[src/rtl/piso_shifter.sv]
// Parallel-in serial-out shifter: captures a WIDTH-bit word on load and
// emits it one bit per cycle in the selected order, with back-to-back reload.
module piso_shifter #(
    parameter int WIDTH     = 6,
    parameter bit MSB_FIRST = 1'b1
) (
    input  logic                     clk,
    input  logic                     clear,
    input  logic                     load,
    input  logic [WIDTH-1:0]         data_in,
    output logic                     ready,
    output logic                     sout,
    output logic                     sout_valid,
    output logic                     done,
    output logic [$clog2(WIDTH)-1:0] remaining
);

    localparam int CNT_W = $clog2(WIDTH);
    localparam logic [CNT_W-1:0] LAST_IDX = CNT_W'(WIDTH - 1);

    typedef enum logic {
        IDLE  = 1'b0,
        SHIFT = 1'b1
    } state_t;

    state_t             state, state_next;
    logic [WIDTH-1:0]   shreg, shreg_next;
    logic               sout_next;
    logic               valid_next;
    logic [CNT_W-1:0]   remaining_next;
    logic               accept;

    // Bit that leaves the word first in the selected order.
    function automatic logic head(input logic [WIDTH-1:0] w);
        return MSB_FIRST ? w[WIDTH-1] : w[0];
    endfunction

    // Moves the word one place toward the send end, filling with zero.
    function automatic logic [WIDTH-1:0] advance(input logic [WIDTH-1:0] w);
        return MSB_FIRST ? (w << 1) : (w >> 1);
    endfunction

    // The last-bit cycle can accept a new word so streams run without gaps.
    assign ready  = (state == IDLE) || (remaining == '0);
    assign done   = (state == SHIFT) && (remaining == '0);
    assign accept = load && ready;

    always_comb begin
        state_next     = state;
        shreg_next     = shreg;
        sout_next      = sout;
        valid_next     = sout_valid;
        remaining_next = remaining;
        case (state)
            IDLE: begin
                if (accept) begin
                    state_next     = SHIFT;
                    sout_next      = head(data_in);
                    shreg_next     = advance(data_in);
                    valid_next     = 1'b1;
                    remaining_next = LAST_IDX;
                end
            end
            SHIFT: begin
                if (remaining != '0) begin
                    sout_next      = head(shreg);
                    shreg_next     = advance(shreg);
                    remaining_next = remaining - 1'b1;
                end else if (accept) begin
                    sout_next      = head(data_in);
                    shreg_next     = advance(data_in);
                    valid_next     = 1'b1;
                    remaining_next = LAST_IDX;
                end else begin
                    state_next     = IDLE;
                    sout_next      = 1'b0;
                    shreg_next     = '0;
                    valid_next     = 1'b0;
                    remaining_next = '0;
                end
            end
            default: begin
                state_next     = IDLE;
                sout_next      = 1'b0;
                shreg_next     = '0;
                valid_next     = 1'b0;
                remaining_next = '0;
            end
        endcase
    end

    always_ff @(posedge clk) begin
        if (clear) begin
            state      <= IDLE;
            shreg      <= '0;
            sout       <= 1'b0;
            sout_valid <= 1'b0;
            remaining  <= '0;
        end else begin
            state      <= state_next;
            shreg      <= shreg_next;
            sout       <= sout_next;
            sout_valid <= valid_next;
            remaining  <= remaining_next;
        end
    end

endmodule

[config.mk]
export PLATFORM = sky130hd
export DESIGN_NAME = piso_shifter
export DESIGN_NICKNAME = d
export VERILOG_FILES = /design/src/rtl/piso_shifter.sv
export SDC_FILE = /design/constraint.sdc
export NUM_CORES = 1
export LEC_CHECK = 0
export BUFFER_PORTS_ARGS = -buffer_cell sky130_fd_sc_hd__buf_2
export CAP_MARGIN = 10
export CORE_AREA = 3 3 40 42
export CTS_CLUSTER_SIZE = 40
export DETAILED_ROUTE_END_ITERATION = 10
export DIE_AREA = 0 0 43 45
export MAX_ROUTING_LAYER = met4
export PLACE_DENSITY = 0.71
export SETUP_SLACK_MARGIN = 0.02
export SYNTH_ARGS = -nofsm -noshare
export SYNTH_HDL_FRONTEND = slang
export SYNTH_SLANG_ARGS = --single-unit
[constraint.sdc]
create_clock -name clk -period 1.1 [get_ports clk]
set_input_delay 0.165 -clock clk [delete_from_list [all_inputs] [get_ports clk]]
set_output_delay 0.165 -clock clk [all_outputs]
set_load 0.05 [all_outputs]
==> results.py <==
metrics = {
    "yosys": {
        "yosysWarnings": 0,
        "syn_nets": 61,
        "synth_cell_type_count": 19,
        "syn_inst": 52,
        "synth_area_um2": 483,
        "seq_area_frac_synth": 0.456,
        "ys_seq_elements": 11,
        "postSynthAreaPerCell_um2": 9.29,
    },
    "worst_setup_path": {
        "crit_required_ps": 940,
        "cp-end-kind": "primary output",
        "path_class": "reg -> out",
        "crit_buf_inv": 2,
        "slowest_delay_ps": 360,
        "crit_family": "flip-flops",
        "worst_setup_path_start_kind": "register",
        "critPathMaxFanout": 3,
        "critPathSlowestCell": "dfxtp_4",
        "worstPathCellList": "o31a_4 -> inv_8 -> buf_8",
        "critPathArrivalTime_ps": 1200,
    },
    "clock_tree": {
        "cts_buffers": 3,
        "clockBufferDepth": 2,
        "clock_sinks": 11,
        "cts_tree": "done",
        "ctsRootBufferMaster": "clkbuf_4",
        "cts_hold_buf": 0,
        "clkTransAtPathRegs_ps": 80,
        "clock_latency_ps": 280,
        "h-tree-depth": 1,
    },
    "run": {
        "maxCapViolCount": 0,
    },
    "timing": {
        "finalCriticalPeriod_ps": 1360,
        "worst_slack_ps": -263,
        "max-slew-margin-rel": 0.748,
        "rsz0062_at_grt": "true",
        "final.period_utilization": 1.24,
        "fmax_mhz": 734,
        "tightest_slew_ps": 378,
        "whs_ps": 155,
        "maxSlewViolCount": 0,
        "hold_viol": 0,
        "setup_viol": 10,
        "finalClockSkew_ps": 7.52,
    },
    "grt": {
        "grt_first_pass_wirelength_um": 1970,
        "antenna_found_initial": 0,
        "grt_max_degree": 12,
        "track_usage": 0.141,
        "grt-ovfl-total": 0,
        "grt_pass1_vias": 458,
    },
    "placement": {
        "dp.cells": 88,
        "dpl-instance-area_um2": 633,
        "place.gp.congestion": 0.785,
        "hpwl_um": 827,
        "port_buffers": 15,
    },
    "detailed_routing": {
        "vias": 506,
        "routed_wl_um": 1380,
        "route.met3.wl_um": 70,
        "drt-initial-drc-count": 6,
        "met1Wirelength_um": 552,
        "vias_per_cell": 5.33,
        "drc_errors": 0,
        "topRoutingLayerUsed": "met4",
        "wl_met2_um": 740,
        "wl_per_cell_um": 14.5,
        "ant_nets": 0,
        "drt_pass1_iterations": 4,
    },
    "power_and_ir_drop": {
        "power_density_nw_per_um2": 1340,
        "total_power_mw": 1.08,
        "leakage_nw": 0.334,
        "worst_ir_drop_vdd_uv": 672,
    },
    "outcome": {
        "violations": "setup timing",
        "status": "finished, violations left",
    },
    "min_path": {
        "hold_path_class": "in -> reg",
    },
    "floorplan": {
        "die_area_um2": 1940,
        "rows": 13,
        "initial_core_util": 0.376,
        "dieWidth_um": 43,
        "core_um2": 1280,
        "die_h_um": 45,
        "pin_count": 16,
    },
    "final_layout": {
        "post-route-util": 0.625,
        "final_area_um2": 803,
        "synthToLayoutAreaGrowth_pct": 66.3,
        "drive_above_1_share": 0.650,
        "fillers": 108,
        "layout.cells.non_filler": 95,
        "layout.nets": 90,
        "diodes": 0,
    },
}
==> layer usage <==
layer | global-route usage | vias to the layer above
li1 | - | 248
met1 | 0.161 | 238
met2 | 0.231 | 16
met3 | 0.0478 | 4
met4 | 0.0542 | 0
met5 | - | -
==> layout by cell type, fill, tap and decap left out <==
master / n
buf_2: 9
buf_4: 8
dfxtp_1: 8
a21oi_1: 6
clkbuf_4: 5
nand3_1: 4
a22oi_2: 4
buf_8: 4
a21oi_2: 3
inv_1: 3
buf_6: 3
nor3_2: 2
and2_4: 2
nand3_2: 2
dfxtp_4: 2
o31a_4: 1
inv_8: 1
nor2_2: 1
o21ai_2: 1
nor2_4: 1
nor3_1: 1
a22oi_1: 1
mux2_1: 1
a32oi_1: 1
nor2_1: 1
a21o_1: 1
o211ai_1: 1
a211oi_2: 1
clkinv_2: 1
dfxtp_2: 1
==> sequential cells by signal, summed over array words and instances, names as in the netlist <==
register and cells:
shreg 5, state 1, sout 1, remaining 3
sout_valid 1
==> tightest hold or removal path: cells and delay by family <==
family,cells,cell delay [ps]
AO/OA/AOI/OAI,1,50
buffers and inverters,1,100
AND/OR/NAND/NOR,1,70
==> stage by stage <==
| stage | TNS, ps | setup WS [ps] |
|---|---|---|
| 2_1_floorplan | -606 | -106 |
| 3_3_place_gp | -558 | -117 |
| 3_5_place_dp | -669 | -115 |
| 4_1_cts | -1560 | -249 |
| 5_1_grt | -2180 | -295 |
| 6_report | -1760 | -263 |
==> worst paths after layout <==
check	start	depth (start not counted)	slack, ps	end
min	data_in[2]	3	150	shreg[3]
max reg2reg	remaining[0]	4	-220	shreg[5]
max	remaining[0]	3	-260	ready
min reg2reg	sout_valid	2	530	sout_valid
==> Yosys cell counts (all sizes together) <==
cell | n | area share
a21o | 1 | 0.016
mux2 | 1 | 0.023
and2 | 2 | 0.026
inv | 4 | 0.041
clkbuf | 2 | 0.036
o211ai | 1 | 0.016
nand3 | 6 | 0.062
nor2 | 3 | 0.023
a32oi | 1 | 0.018
dfxtp | 11 | 0.46
o31a | 1 | 0.036
a22oi | 5 | 0.078
nor3 | 3 | 0.031
a211oi | 1 | 0.026
a21oi | 9 | 0.10
o21ai | 1 | 0.010
==> kinds of logic (layout without fill, tap and decap cells) <==
group,Yosys count,count (layout),synth area share
DFF,11,11,0.456
buffers and inverters,6,34,0.0777
AOI/OAI and AO/OA,20,20,0.301
and+or+nand+nor,14,14,0.142
muxes,1,1,0.0233
==> layout make-up <==
cell class	count	area [um2]	area share
multi-input combinational	35	292	0.363
sequential	11	229	0.285
timing repair buffer	26	214	0.266
clock buffer	3	22.5	0.0280
inverter	4	22.5	0.0280
tap	15	18.8	0.0234
clock inverter	1	5.00	0.00623
==> report_power, final <==
part / internal (mW) / switching, mW
clock network: 0.135 / 0.153
logic: 0.151 / 0.185
registers: 0.427 / 0.0273
==> what timing repair did <==
| item | in CTS | in global routing |
|---|---|---|
| pin swaps | 3 | 4 |
| gates cloned | 0 | 0 |
| gates resized for setup | 16 | 16 |
| endpoints found under the setup margin | 10 | 16 |
| setup buffers | 3 | 0 |
No activity file was read; power rests on OpenSTA's default activity.
